### config.mk
export PLATFORM = sky130hd
export DESIGN_NAME = uart_receiver
export DESIGN_NICKNAME = d
export VERILOG_FILES = /design/src/rtl/uart_receiver.sv
export SDC_FILE = /design/constraint.sdc
export NUM_CORES = 1
export LEC_CHECK = 0
export CAP_MARGIN = 5
export CORE_ASPECT_RATIO = 1.75
export CORE_UTILIZATION = 30
export CTS_CLUSTER_DIAMETER = 50
export DETAILED_ROUTE_END_ITERATION = 8
export GPL_TIMING_DRIVEN = 0
export RECOVER_POWER = 50
export SYNTH_ARGS = -nofsm -noshare
export SYNTH_HDL_FRONTEND = slang
export SYNTH_SLANG_ARGS = --single-unit
### constraint.sdc
create_clock -name clock -period 4.2 [get_ports clock]
set_input_delay 0.84 -clock clock [delete_from_list [all_inputs] [get_ports clock]]
set_output_delay 0.84 -clock clock [all_outputs]
set_load 0.005 [all_outputs]
### src/rtl/uart_receiver.sv
// UART receiver: deserialises frames from rx into a small FIFO read over MMIO, with sticky error flags.
// Define UART_RX_PARITY_EN to receive 8E1 frames with even-parity checking (default build is 8N1).
module uart_receiver #(
    parameter int unsigned CLKS_PER_BIT = 234,
    parameter int unsigned FIFO_DEPTH   = 8,
    parameter logic [15:0] ADDR_DATA    = 16'hFF02,
    parameter logic [15:0] ADDR_STATUS  = 16'hFF03
) (
    input  logic        clock,
    input  logic        reset,
    input  logic        rx,
    input  logic [15:0] mmio_addr,
    input  logic        mmio_req,
    input  logic        mmio_write,
    input  logic [7:0]  mmio_data_in,
    output logic [7:0]  mmio_data_out,
    output logic        mmio_done,
    output logic        rx_valid
);
    localparam int unsigned AW    = $clog2(FIFO_DEPTH);
    localparam int unsigned CNT_W = $clog2(CLKS_PER_BIT);
    localparam logic [CNT_W-1:0] HALF_BIT = CNT_W'(CLKS_PER_BIT / 2 - 1);
    localparam logic [CNT_W-1:0] FULL_BIT = CNT_W'(CLKS_PER_BIT - 1);
    localparam logic [AW:0]      DEPTH    = (AW + 1)'(FIFO_DEPTH);

`ifdef UART_RX_PARITY_EN
    typedef enum logic [2:0] {S_IDLE, S_START, S_DATA, S_PARITY, S_STOP} state_t;
`else
    typedef enum logic [1:0] {S_IDLE, S_START, S_DATA, S_STOP} state_t;
`endif

    state_t           state_q, state_d;
    logic             sync1_q, sync1_d, rxs_q, rxs_d;
    logic [CNT_W-1:0] bit_cnt_q, bit_cnt_d;
    logic [2:0]       idx_q, idx_d;
    logic [7:0]       shreg_q, shreg_d;
    logic             frame_perr;
    logic             stop_ok, stop_bad;

    logic             perr_flag_q, perr_flag_d, ferr_q, ferr_d, ovr_q, ovr_d;
    logic [7:0]       mem_q [FIFO_DEPTH];
    logic [7:0]       mem_d [FIFO_DEPTH];
    logic [AW:0]      rd_ptr_q, rd_ptr_d, wr_ptr_q, wr_ptr_d, count_q, count_d;
    logic             served_q, served_d, done_q, done_d;
    logic [7:0]       data_out_q, data_out_d;

    logic             hit_data, hit_status, accept, fifo_empty, fifo_full, push, pop;
    logic [2:0]       clr;
    logic             unused_bits;

`ifdef UART_RX_PARITY_EN
    logic perr_q, perr_d;
    assign frame_perr = perr_q;
`else
    assign frame_perr = 1'b0;
`endif

    assign sync1_d = rx;
    assign rxs_d   = sync1_q;

    always_comb begin
        state_d   = state_q;
        bit_cnt_d = bit_cnt_q + 1'b1;
        idx_d     = idx_q;
        shreg_d   = shreg_q;
`ifdef UART_RX_PARITY_EN
        perr_d    = perr_q;
`endif
        stop_ok   = 1'b0;
        stop_bad  = 1'b0;
        unique case (state_q)
            S_IDLE: begin
                bit_cnt_d = '0;
                if (!rxs_q) state_d = S_START;
            end
            S_START: begin
                if (bit_cnt_q == HALF_BIT) begin
                    bit_cnt_d = '0;
                    idx_d     = '0;
                    state_d   = rxs_q ? S_IDLE : S_DATA;
                end
            end
            S_DATA: begin
                if (bit_cnt_q == FULL_BIT) begin
                    bit_cnt_d      = '0;
                    shreg_d[idx_q] = rxs_q;
                    idx_d          = idx_q + 1'b1;
                    if (idx_q == 3'd7) begin
`ifdef UART_RX_PARITY_EN
                        state_d = S_PARITY;
`else
                        state_d = S_STOP;
`endif
                    end
                end
            end
`ifdef UART_RX_PARITY_EN
            S_PARITY: begin
                if (bit_cnt_q == FULL_BIT) begin
                    bit_cnt_d = '0;
                    perr_d    = rxs_q ^ (^shreg_q);
                    state_d   = S_STOP;
                end
            end
`endif
            S_STOP: begin
                // Leave at mid-stop so a start bit right after the stop bit is caught.
                if (bit_cnt_q == FULL_BIT) begin
                    bit_cnt_d = '0;
                    stop_ok   = rxs_q;
                    stop_bad  = !rxs_q;
                    state_d   = S_IDLE;
                end
            end
            default: state_d = S_IDLE;
        endcase
    end

    always_comb begin
        hit_data   = (mmio_addr == ADDR_DATA);
        hit_status = (mmio_addr == ADDR_STATUS);
        accept     = mmio_req && (hit_data || hit_status) && !served_q;
        fifo_empty = (count_q == '0);
        fifo_full  = (count_q == DEPTH);
        pop        = accept && !mmio_write && hit_data && !fifo_empty;
        push       = stop_ok && !frame_perr && (!fifo_full || pop);
        clr        = (accept && mmio_write && hit_status) ? mmio_data_in[4:2] : 3'b000;

        // Set terms are ORed after the clear so a same-cycle set survives.
        perr_flag_d = (perr_flag_q & ~clr[2]) | (stop_ok && frame_perr);
        ferr_d      = (ferr_q & ~clr[1]) | stop_bad;
        ovr_d       = (ovr_q & ~clr[0]) | (stop_ok && !frame_perr && fifo_full && !pop);

        mem_d = mem_q;
        if (push) mem_d[wr_ptr_q[AW-1:0]] = shreg_q;
        wr_ptr_d = wr_ptr_q + {{AW{1'b0}}, push};
        rd_ptr_d = rd_ptr_q + {{AW{1'b0}}, pop};
        unique case ({push, pop})
            2'b10:   count_d = count_q + 1'b1;
            2'b01:   count_d = count_q - 1'b1;
            default: count_d = count_q;
        endcase

        served_d   = mmio_req ? (served_q | accept) : 1'b0;
        done_d     = accept;
        data_out_d = data_out_q;
        if (accept && !mmio_write) begin
            if (hit_data)
                data_out_d = fifo_empty ? 8'h00 : mem_q[rd_ptr_q[AW-1:0]];
            else
                data_out_d = {3'b000, perr_flag_q, ferr_q, ovr_q, fifo_full, !fifo_empty};
        end
    end

    always_ff @(posedge clock) begin
        if (reset) begin
            state_q     <= S_IDLE;
            sync1_q     <= 1'b1;
            rxs_q       <= 1'b1;
            bit_cnt_q   <= '0;
            idx_q       <= '0;
            shreg_q     <= '0;
`ifdef UART_RX_PARITY_EN
            perr_q      <= 1'b0;
`endif
            perr_flag_q <= 1'b0;
            ferr_q      <= 1'b0;
            ovr_q       <= 1'b0;
            mem_q       <= '{default: '0};
            rd_ptr_q    <= '0;
            wr_ptr_q    <= '0;
            count_q     <= '0;
            served_q    <= 1'b0;
            done_q      <= 1'b0;
            data_out_q  <= '0;
        end else begin
            state_q     <= state_d;
            sync1_q     <= sync1_d;
            rxs_q       <= rxs_d;
            bit_cnt_q   <= bit_cnt_d;
            idx_q       <= idx_d;
            shreg_q     <= shreg_d;
`ifdef UART_RX_PARITY_EN
            perr_q      <= perr_d;
`endif
            perr_flag_q <= perr_flag_d;
            ferr_q      <= ferr_d;
            ovr_q       <= ovr_d;
            mem_q       <= mem_d;
            rd_ptr_q    <= rd_ptr_d;
            wr_ptr_q    <= wr_ptr_d;
            count_q     <= count_d;
            served_q    <= served_d;
            done_q      <= done_d;
            data_out_q  <= data_out_d;
        end
    end

    assign mmio_data_out = data_out_q;
    assign mmio_done     = done_q;
    assign rx_valid      = !fifo_empty;

    assign unused_bits = ^{mmio_data_in[7:5], mmio_data_in[1:0], rd_ptr_q[AW], wr_ptr_q[AW]};
endmodule

Word-level counts from Yosys, hierarchy flattened
Cells that the tools add are included.
{ "word_totals": {"out_inout_bits": 10, "in_bits": 29, "romBits": 0, "n_memories": 0, "reg_bits": 112, "word_cells": 121, "ram_bits": 0, "latch_bits": 0} }
{ "classes": {"n_lt_le_gt_ge": 5, "n_mux": 30, "reduce_logical": 29, "add_sub_neg": 6, "bitwise": 12, "n_shift": 0, "n_eq_ne": 16, "div": 0, "multipliers": 0} }
{ "ops": {"columns": ["op", "n"], "rows": [
  ["bitwise mux 64 bit", 1],
  ["2-to-1 mux 8 bit", 7],
  ["== test 16 bit (second input constant)", 2],
  ["binary-select mux 8 bit (select 3 bit)", 1],
  ["demux 8 bit (select 3 bit)", 1],
  ["case mux 8 bit (3 select lines)", 1],
  ["logical AND 1 bit", 12],
  ["2-to-1 mux 2 bit", 6],
  ["!= test 2 bit (second input constant)", 5],
  ["2-to-1 mux 3 bit", 3],
  ["adder 4 x 1 -> 4 bit", 2],
  ["adder 8 x 1 -> 8 bit (second input constant)", 1],
  ["bitwise mux 8 bit", 1],
  ["== test 8 x 7 -> 1 bit (second input constant)", 1],
  ["== test 8 bit (second input constant)", 1],
  [">= comparator 4 bit (second input constant)", 2],
  ["NOT 3 -> 4 bit", 2],
  ["case mux 2 bit (4 select lines)", 1],
  ["case mux 4 bit (2 select lines)", 1],
  ["== test 2 bit (second input constant)", 3],
  ["zero test 1 bit", 6],
  ["case mux 3 bit (2 select lines)", 1],
  ["2-to-1 mux 1 bit", 5],
  ["AND reduction 5 bit", 1],
  ["other kinds (20)", 31]
]} }

Depth between registers and ports, before layout
Gate-level depths: netlist of run 1.
{ "depth": {"ltp_word": 11, "ltp_mapped": 13, "ltp_nobuf": 12} }

Least setup slack after synthesis of run 1
Ideal clock, no wire load.
{ "synth_path": {"kind": "input to register", "startpoint": "input mmio_write", "endpoint": "register count_q[2]", "required_ns": 4.129, "setup_ns": 0.071, "arrival_time_ns": 3.314, "cell_stages": 12, "slack_ns": 0.815, "path_buffers": 1, "path_cell_list": "or3b_1 or4_4 o21ai_2 buf_12 nand2_1 ha_1 xor2_1 ha_1 a21oi_1 xor2_1 or3_1 a21oi_1"} }
{ "synth_via": {"elab_chain_len": 8, "word_cells_on_any_way": 10, "classes_between": "2 x eq/ne; 1 x mux; 7 x reduce/logical"} }
{ "synth_rtl": {"columns": ["element", "line_no", "source"], "rows": [
  ["from (decl)", "14", "input logic mmio_write,"],
  ["zero test 1 bit *", "125", "pop = accept && !mmio_write && hit_data && !fifo_empty;"],
  ["logical AND 1 bit * (3 in a row)", "125", null],
  ["logical OR 1 bit", "126", "push = stop_ok && !frame_perr && (!fifo_full || pop);"],
  ["logical AND 1 bit", "126", null],
  ["== test 2 x 1 -> 1 bit / == test 2 bit (equally long branches)", "138", "unique case ({push, pop})"],
  ["case mux 4 bit (2 select lines) / nonzero test 2 bit (equally long branches)", null, null],
  ["to (signal assigned)", "192", "count_q <= count_d;"],
  ["to (decl)", "43", "logic [AW:0] rd_ptr_q, rd_ptr_d, wr_ptr_q, wr_ptr_d, count_q, count_d;"]
]} }
Mark *: on every way between the ends. The rest lies on a longest branch, timed or not.
A chain may end at the register's enable or synchronous reset.

Final worst setup path of run 1
{ "layout_path": {"startpoint": "input mmio_req", "endpoint": "register count_q[2]"} }
{ "layout_via": {"elab_chain_len": 9, "word_cells_on_any_way": 11, "classes_between": "2 x eq/ne; 1 x mux; 8 x reduce/logical"} }
{ "layout_rtl": {"columns": ["element", "line_no", "source"], "rows": [
  ["from (decl)", "13", "input logic mmio_req,"],
  ["logical AND 1 bit * (2 in a row)", "122", "accept = mmio_req && (hit_data || hit_status) && !served_q;"],
  ["logical AND 1 bit * (3 in a row)", "125", null],
  ["logical OR 1 bit", "126", null],
  ["logical AND 1 bit", "126", null],
  ["== test 2 x 1 -> 1 bit / == test 2 bit (equally long branches)", "138", null],
  ["case mux 4 bit (2 select lines) / nonzero test 2 bit (equally long branches)", null, null]
]} }
Marked as above.

==> reports/results.tsv, run 1 <==
metric	value	unit
WL final	12500	um
die width	101	um
Slew Limit Headroom	37.0	%
Yosys cell types	65	
Hold Path Cell Cnt	1	
# rows	62	
post-CTS sizing	0	
First DRT Iteration DRCs	179	
clock-pin transition on the worst setup and hold timing paths	0.07	ns
first-pass GRT wire length	20100	um
Post-Syn Area	5110	sq um
MaxCap Viol Count	0	
Tmin final	3.89	ns
R2R Setup Slk	1.02	ns
final setup vio count	0	
CP arrival	4.17	ns
hold buffers post-CTS	0	
Worst setup SP type	primary input	
clock skew	0.0101	ns
cell count after synthesis	460	
Clock Latency Late Sink	0.36	ns
vias in the first global route	3886	
Seq/Total Area, Yosys	43.1	%
sequential group share of total power	54.2	%
Seq cells post-synth	110	
Antenna Nets Post-Route	0	
outcome	finished clean	
Hold EP	rxs_q	
Internal	0.00148	W
Fillers	1621	
synth warn	0	
VDD IR max	178	uV
worst hold slack	0.411	ns
Worst setup EP type	flop	
Register-to-Register Path Depth	12	
Syn Area/Cell	11.1	sq um
Clk pwr share	42.5	%
max-slew violation count	0	
clk sink count	110	
Routed WL per cell	17.0	um
CTS tree	yes	
Post-layout nets	545	
Chip Height	175	um
fmax	257	MHz
Ant. Diodes	0	
root buf cell	clkbuf_16	
clock tree buffer depth	2	
Psw	0.000444	W
main flop type after synthesis	dfxtp_1	
post-CTS setup buffer count	0	
area grow syn2layout	16.2	%
Crit Reg-Reg Startpoint	served_q	
DPL Wire Length	9500	um
Post-synth EDFFs	0	
I/O Buffers	33	
RSZ-0062 raised after global routing	false	
async set-or-reset flop fraction in the synthesized netlist	0	%
sum of negative setup slack	0	ns
Syn Nets	501	
WS Path Type	in2reg	
IO Pins	39	
Worst Hold Launch	rxs_d	
Hold Path Class	reg2reg	
via/cell ratio	5.16	
Pwr per Cell Area	325	nW/um^2
Die Area	17600	sq um
CTS HTree Levels	3	
RR Endpoint	count_q[2]	
share of cells above drive strength 1	15.7	%
Logic pwr share	3.3	%
Initial Util	30.9	%
crit share post-route	92.7	%
Data required, critical path	4.48	ns
Placer Congestion	0.790	
Worst Tran Pin Value	0.932	ns
DR pass1 iterations	4	
final count of hold timing violations	0	
Net Sw Frac	23.0	%
largest net degree at the start of global routing	20	
GRT overflow	0	
CTS buffer count	9	
DR DRC count	0	
Core Footprint	16500	sq um
GRT Overall Usage	14.9	%
CP max FO	10	
via count	3779	
Pleak	2.11	nW
initial antenna violation count	0	
## worst max path at each step
| stage | start | endpoint | slack [ns] | cells past startpoint |
|---|---|---|---|---|
| 2_1_floorplan | mmio_write | count_q[2] | 0.82 | 12 |
| 3_3_place_gp | mmio_req | count_q[2] | 0.13 | 13 |
| 3_5_place_dp | mmio_req | count_q[2] | 0.04 | 13 |
| 4_1_cts | mmio_req | count_q[2] | 0.40 | 13 |
| 5_1_grt | mmio_req | count_q[2] | 0.15 | 13 |
| 6_report | mmio_req | count_q[2] | 0.31 | 13 |
## power by group through the flow
stage | combinational [W] | clock [W] | sequential, W
3_5_place_dp | 0.0000689 | 0 | 0.00107
5_1_grt | 0.0000692 | 0.000885 | 0.00104
6_report | 0.0000642 | 0.000818 | 0.00104
4_1_cts | 0.0000690 | 0.000841 | 0.00104
2_1_floorplan | 0.0000311 | 0 | 0.00107
3_3_place_gp | 0.0000670 | 0 | 0.00107
## through the flow
stage | instance area (sq um) | setup slack [ns] | power, W | std cells | util (%)
after detailed placement | 5720 | 0.0375 | 0.00114 | 717 | 34.6
after floorplan | 5110 | 0.815 | 0.00110 | 460 | -
final | 5940 | 0.306 | 0.00193 | 733 | 35.9
after global routing | 5940 | 0.146 | 0.00200 | 733 | 35.9
after global placement | 5720 | 0.132 | 0.00114 | 717 | 34.6
after CTS | 6000 | 0.405 | 0.00195 | 733 | 36.3
## state kept, by name (all words and copies together) (netlist names), 3 cells and up, named ones only
register / count
mem_q: 64
bit_cnt_q: 8
mmio_data_out: 8
shreg_q: 8
count_q: 4
idx_q: 3
rd_ptr_q: 3
wr_ptr_q: 3
## cell type report
type | instances | area (sq um) | area share (%)
clock buffer | 9 | 225 | 3.79
sequential | 110 | 2200 | 37.1
buffer | 33 | 201 | 3.39
inverter | 10 | 37.5 | 0.632
timing repair buffer | 33 | 330 | 5.56
clock inverter | 7 | 60.1 | 1.01
tap | 224 | 280 | 4.72
multi-input combinational | 307 | 2600 | 43.8
## metal layers
layer / part of all wire (%) / vias to the layer above / global-route usage [%]
met1: 38 / 1901 / 14.6
li1: - / 1808 / -
met4: 4.0 / 0 / 8.15
met3: 1.4 / 28 / 2.16
met5: 0 / - / 0
met2: 57 / 42 / 28.9
## cell families after synthesis
group           Yosys count  synth area share, %
simple gates            137                 17.0
compound gates          121                 21.4
flops                   110                 43.1
buf+inv                  43                 4.83
mux                      25                 8.67
xor+xnor                 12                 2.06
fa+ha+maj                12                 2.94
## critical path: stages
cell and delay, ns:
dlygate4sd3_1 0.55, or3b_1 0.37, or4_1 0.50, o21ai_2 0.28, buf_12 0.19, nand2_1 0.11, ha_1 0.29, xor2_1 0.16
ha_1 0.19, a21oi_1 0.15, xor2_1 0.10, or3_1 0.31, a21oi_1 0.14
## synthesized netlist by cell type (4+ instances only)
master | instances | area [sq um]
a21oi_1 | 14 | 70.1
a22o_1 | 56 | 490
a41oi_4 | 7 | 193
and2b_2 | 8 | 70.1
buf_1 | 4 | 15.0
buf_2 | 4 | 20.0
clkbuf_1 | 15 | 56.3
clkdlybuf4s25_2 | 4 | 40.0
dfxtp_1 | 110 | 2200
ha_1 | 12 | 150
inv_1 | 10 | 37.5
mux2_2 | 4 | 45.0
mux2i_1 | 6 | 60.1
mux4_2 | 15 | 338
nand2_1 | 31 | 116
nand2b_1 | 5 | 31.3
nand3_1 | 6 | 30.0
nand3b_1 | 4 | 30.0
nor2_1 | 25 | 93.8
nor2b_1 | 11 | 68.8
nor4_1 | 6 | 37.5
nor4_4 | 4 | 85.1
o211ai_1 | 5 | 37.5
o21ai_0 | 13 | 65.1
o2bb2ai_1 | 8 | 70.1
or2_2 | 5 | 31.3
xor2_1 | 9 | 78.8
## cells in the final DEF, fill, tap and decap left out, types with 9 or more instances in the layout
cell type        synthesis  layout
a21oi_1                 14      14
a22o_1                  56      56
clkbuf_1                15      17
clkbuf_16                0       9
clkdlybuf4s50_1          0      21
dfxtp_1                110     110
dlygate4sd3_1            0      12
ha_1                    12      12
inv_1                   10      10
mux4_2                  15      15
nand2_1                 31      31
nor2_1                  25      25
nor2b_1                 11      11
o21ai_0                 13      13
xor2_1                   9       9
No activity file was read; power rests on OpenSTA's default activity.
==> run 2, diff against run 1 <==
Settings changed: GPL_TIMING_DRIVEN 0 to default.
==> run 2 against run 1 <==
The run now ends with max-capacitance violations, max-slew violations left. Non-clock buffer count is 27 lower. Maximum frequency increased by 8.1%. Clock skew increased by 0.0010 ns. Register-to-register slack gained 0.23 ns. Sequential power hardly changed. Sequential share of layout area rose by 0.82 points. Combinational power is 6.7% lower. Clock power rose by 11%. Largest cell class unchanged. Largest power group unchanged.
==> reports/results.tsv, run 2 (synthesis results as in run 1) <==
metric	value	unit
Routed WL per cell	17.0	um
most frequent cells in the layout	110 x dfxtp_1, 56 x a22o_1, 31 x nand2_1, 25 x nor2_1, 21 x clkdlybuf4s50_1	
GRT Overall Usage	14.4	%
R2R Setup Slk	1.25	ns
Fillers	1639	
Core Footprint	16500	sq um
clock skew	0.0111	ns
initial antenna violation count	0	
IO Pins	39	
WS Path Type	in2reg	
DR DRC count	0	
multi-input combinational cell area	2600	sq um
Antenna Nets Post-Route	0	
I/O Buffers	33	
Crit Reg-Reg Startpoint	count_q[0]	
root buf cell	clkbuf_16	
Reg with most FFs	mem_q	
First DRT Iteration DRCs	162	
post-CTS setup buffer count	0	
CP arrival	3.87	ns
commonest non-fill, non-tap cell in the layout	dfxtp_1	
CP max FO	4	
CTS buffer count	9	
Placer Congestion	0.740	
VDD IR max	182	uV
worst hold slack	0.415	ns
largest net degree at the start of global routing	32	
Chip Height	175	um
Worst Tran Pin Value	1.77	ns
Post-layout nets	518	
Largest register FFs	64	
post-CTS sizing	0	
max-slew violation count	32	
sequential cell area	2200	sq um
Slew Limit Headroom	-18.1	%
Die Area	17600	sq um
Ant. Diodes	0	
MaxCap Viol Count	1	
via count	3646	
Tmin final	3.60	ns
Pleak	2.05	nW
Critical Path Start	mmio_req	
sequential group share of total power	51.9	%
Pwr per Cell Area	347	nW/um^2
vias in the first global route	3697	
outcome	finished with violations	
Worst Hold Launch	rxs_d	
Psw	0.000463	W
Internal	0.00155	W
clock tree buffer depth	2	
Logic pwr share	3.0	%
Worst setup EP type	flop	
grt met2 use	28.0	%
final setup vio count	0	
DPL Wire Length	9020	um
fmax	278	MHz
hold buffers post-CTS	0	
Hold Path Class	reg2reg	
DR pass1 iterations	4	
Data required, critical path	4.46	ns
Clock Latency Late Sink	0.35	ns
Global Route met1 Usage	14.7	%
area grow syn2layout	13.7	%
share of cells above drive strength 1	14.3	%
via/cell ratio	5.16	
Clk pwr share	45.2	%
Net Sw Frac	23.0	%
failing checks	max-capacitance violations, max-slew violations	
die width	101	um
GRT busiest layer	met2	
clk sink count	110	
GRT overflow	0	
# rows	62	
crit share post-route	85.8	%
WL final	12000	um
first-pass GRT wire length	19500	um
CTS HTree Levels	3	
Initial Util	30.9	%
Worst setup SP type	primary input	
clock-pin transition on the worst setup and hold timing paths	0.08	ns
final count of hold timing violations	0	
CTS tree	yes	
sum of negative setup slack	0	ns
met3 Usage GRT	1.20	%
RSZ-0062 raised after global routing	false	
==> run 2: cell count changes in the layout (fill, tap and decap cells not counted), moves of 2 or more <==
cell,change
clkbuf_8,-2
clkbuf_1,-14
inv_6,+2
buf_2,-4
clkdlybuf4s25_2,-4
buf_4,+4
clkinv_2,-2
buf_1,-3
==> run 2: final timing paths <==
check | end | depth (start not counted)
max | count_q[2] | 12
min | rxs_q | 1
max reg2reg | count_q[2] | 11
min reg2reg | rxs_q | 1
==> run 2: layout make-up <==
cell class / instances / area share (%)
clock inverters: 7 / 1.68
multi-input cells: 307 / 44.8
clock buffers: 9 / 3.88
repair buffers: 39 / 6.23
well taps: 224 / 4.83
flip-flops and latches: 110 / 37.9
inverters: 10 / 0.646
==> run 2: through the flow <==
step           instances  instance area (sq um)  power, W  worst slack (ns)  utilization [%]
6_report             706                   5810   0.00202             0.598             35.2
5_1_grt              706                   5810   0.00208             0.321             35.2
4_1_cts              706                   5870   0.00204             0.747             35.5
3_5_place_dp         690                   5550   0.00113             0.370             33.6
3_3_place_gp         690                   5550   0.00113             0.415             33.6
2_1_floorplan        460                   5110   0.00110             0.815                -
==> run 2: routing by layer <==
layer | share of wire [%] | up-vias | routed length (um)
li1 | - | 1758 | -
met5 | 0 | - | 0
met1 | 38 | 1819 | 4530
met2 | 57 | 46 | 6860
met4 | 3.8 | 0 | 459
met3 | 1.3 | 23 | 152
==> run 2: worst max-delay path, stage by stage <==
cell	delay (ns)
clkdlybuf4s50_1	0.50
or3b_1	0.38
or4_4	0.44
o21ai_0	0.23
nand2_1	0.14
ha_1	0.30
xor2_1	0.16
ha_1	0.19
a21oi_1	0.14
xor2_1	0.10
or3_1	0.31
a21oi_1	0.14
==> run 2: power groups by stage <==
stage / Sequential (W) / Clock (W) / Combinational (W)
5_1_grt: 0.00105 / 0.000970 / 0.0000648
2_1_floorplan: 0.00107 / 0 / 0.0000311
4_1_cts: 0.00105 / 0.000928 / 0.0000632
6_report: 0.00105 / 0.000911 / 0.0000599
3_3_place_gp: 0.00107 / 0 / 0.0000625
3_5_place_dp: 0.00107 / 0 / 0.0000631
==> run 3, diff against run 2 <==
Settings changed: CORE_MARGIN from default to 2.
==> run 3 against run 2 <==
The run still ends with max-capacitance violations, max-slew violations left. Flip-flop and latch count unchanged. Register-to-register slack better by 0.03 ns. First-iteration DRC count up 47%. Count of clock-buffer cells in the layout up 1. Wire length down 0.57%. Hold slack better by 0.0074 ns. Largest cell class unchanged. Largest power group unchanged.
==> reports/results.tsv, run 3 (synthesis results as in run 1) <==
metric	value	unit
clock tree buffer depth	2	
sequential group share of total power	52.6	%
Placer Congestion	0.820	
fmax	280	MHz
Routed WL per cell	16.8	um
Net Sw Frac	22.1	%
CP Cell Sequence	clkdlybuf4s50_1 > or3b_1 > or4_4 > o21ai_0 > nand2_1 > ha_1 > xor2_1 > ha_1 > a21oi_1 > xor2_1 > or3_1 > a21oi_1	
Antenna Nets Post-Route	0	
hold buffers post-CTS	0	
WS Path Type	in2reg	
vias in the first global route	3748	
crit share post-route	85.0	%
Pwr per Cell Area	341	nW/um^2
final setup vio count	0	
Clock Latency Late Sink	0.35	ns
die width	103	um
Worst setup SP type	primary input	
Worst setup EP type	flop	
MaxCap Viol Count	1	
Final Core Density	34.7	%
root buf cell	clkbuf_16	
via/cell ratio	5.06	
Psw	0.000439	W
Ant. Diodes	0	
Logic pwr share	3.1	%
CTS buffer count	9	
DR pass1 iterations	4	
clock-pin transition on the worst setup and hold timing paths	0.08	ns
CP max FO	4	
first-pass GRT wire length	19500	um
# rows	63	
failing checks	max-capacitance violations, max-slew violations	
multi-input combinational cell area	2640	sq um
commonest non-fill, non-tap cell in the layout	dfxtp_1	
GRT Overall Usage	13.8	%
share of cells above drive strength 1	13.7	%
kind of cell adding the most delay to the critical path	simple AND/OR/NAND/NOR gates	
Pleak	2.05	nW
Fillers	1687	
DR DRC count	0	
IO Pins	39	
VDD IR max	217	uV
CTS HTree Levels	3	
area grow syn2layout	14.2	%
post-CTS setup buffer count	0	
WL final	11900	um
I/O Buffers	33	
initial antenna violation count	0	
Reg with most FFs	mem_q	
clock skew	0.0102	ns
Largest register FFs	64	
Clk pwr share	44.3	%
DPL Wire Length	8990	um
CP arrival	3.82	ns
RSZ-0062 raised after global routing	false	
Worst Tran Pin Value	2.36	ns
max-slew violation count	41	
outcome	finished with violations	
WP buf/inv	1	
Internal	0.00155	W
Data required, critical path	4.45	ns
most frequent cells in the layout	110 x dfxtp_1, 56 x a22o_1, 31 x nand2_1, 25 x nor2_1, 21 x clkdlybuf4s50_1	
Post-layout nets	518	
sequential cell area	2200	sq um
Slew Limit Headroom	-57.2	%
Core Footprint	16800	sq um
clk sink count	110	
Die Area	18100	sq um
largest net degree at the start of global routing	41	
Chip Height	177	um
sum of negative setup slack	0	ns
post-CTS sizing	0	
CP max-delay cell	clkdlybuf4s50_1	
via count	3590	
Largest stage delay, worst path	0.49	ns
Initial Util	30.4	%
CTS tree	yes	
Tmin final	3.57	ns
GRT overflow	0	
final count of hold timing violations	0	
Hold Path Class	reg2reg	
First DRT Iteration DRCs	238	
## run 3: cell count changes in the layout (fill, tap and decap cells not counted)
cell / previous run / this run
a41oi_1: 3 / 0
a41oi_2: 0 / 1
a41oi_4: 5 / 7
and2b_1: 1 / 7
and2b_2: 7 / 1
buf_2: 0 / 1
clkinv_4: 0 / 1
clkinv_8: 2 / 0
clkinvlp_4: 0 / 1
inv_6: 4 / 1
inv_8: 0 / 2
## run 3: worst paths after layout
kind	startpoint	end	slack, ns	cells after the start
max	mmio_req	count_q[2]	0.63	12
min	rxs_d	rxs_q	0.42	1
max reg2reg	served_q	count_q[2]	1.28	11
min reg2reg	rxs_d	rxs_q	0.42	1
## run 3: routing by layer
metal,up-vias,routed length [um],global-route usage [%],share of wire (%)
li1,1760,-,-,-
met1,1761,4580,14.0,38
met2,50,6840,26.3,57
met3,19,132,1.86,1.1
met4,0,380,7.17,3.2
met5,-,0,0,0
## run 3: final cells by class
| cell class | instances | area share, % |
|---|---|---|
| timing repair buffer | 39 | 6.22 |
| sequential | 110 | 37.7 |
| inverter | 10 | 0.643 |
| tap | 227 | 4.87 |
| multi-input combinational | 307 | 45.3 |
| clock buffer | 10 | 3.92 |
| clock inverter | 6 | 1.33 |
## run 3: per-stage QoR
| step | worst slack [ns] | cells | area, sq um | power (W) | hold WS [ns] |
|---|---|---|---|---|---|
| after detailed placement | 0.401 | 693 | 5550 | 0.00113 | 0.409 |
| after CTS | 0.747 | 709 | 5860 | 0.00201 | 0.427 |
| final | 0.631 | 709 | 5830 | 0.00199 | 0.422 |
| after floorplan | 0.815 | 460 | 5110 | 0.00110 | 0.389 |
| after global routing | 0.395 | 709 | 5830 | 0.00206 | 0.453 |
| after global placement | 0.403 | 693 | 5550 | 0.00113 | 0.397 |
## run 3: power groups by stage
stage / logic [W] / registers, W / clock network [W]
final: 0.0000623 / 0.00105 / 0.000880
after global routing: 0.0000679 / 0.00105 / 0.000944
after floorplan: 0.0000311 / 0.00107 / 0
after global placement: 0.0000623 / 0.00107 / 0
after CTS: 0.0000636 / 0.00105 / 0.000899
after detailed placement: 0.0000635 / 0.00107 / 0
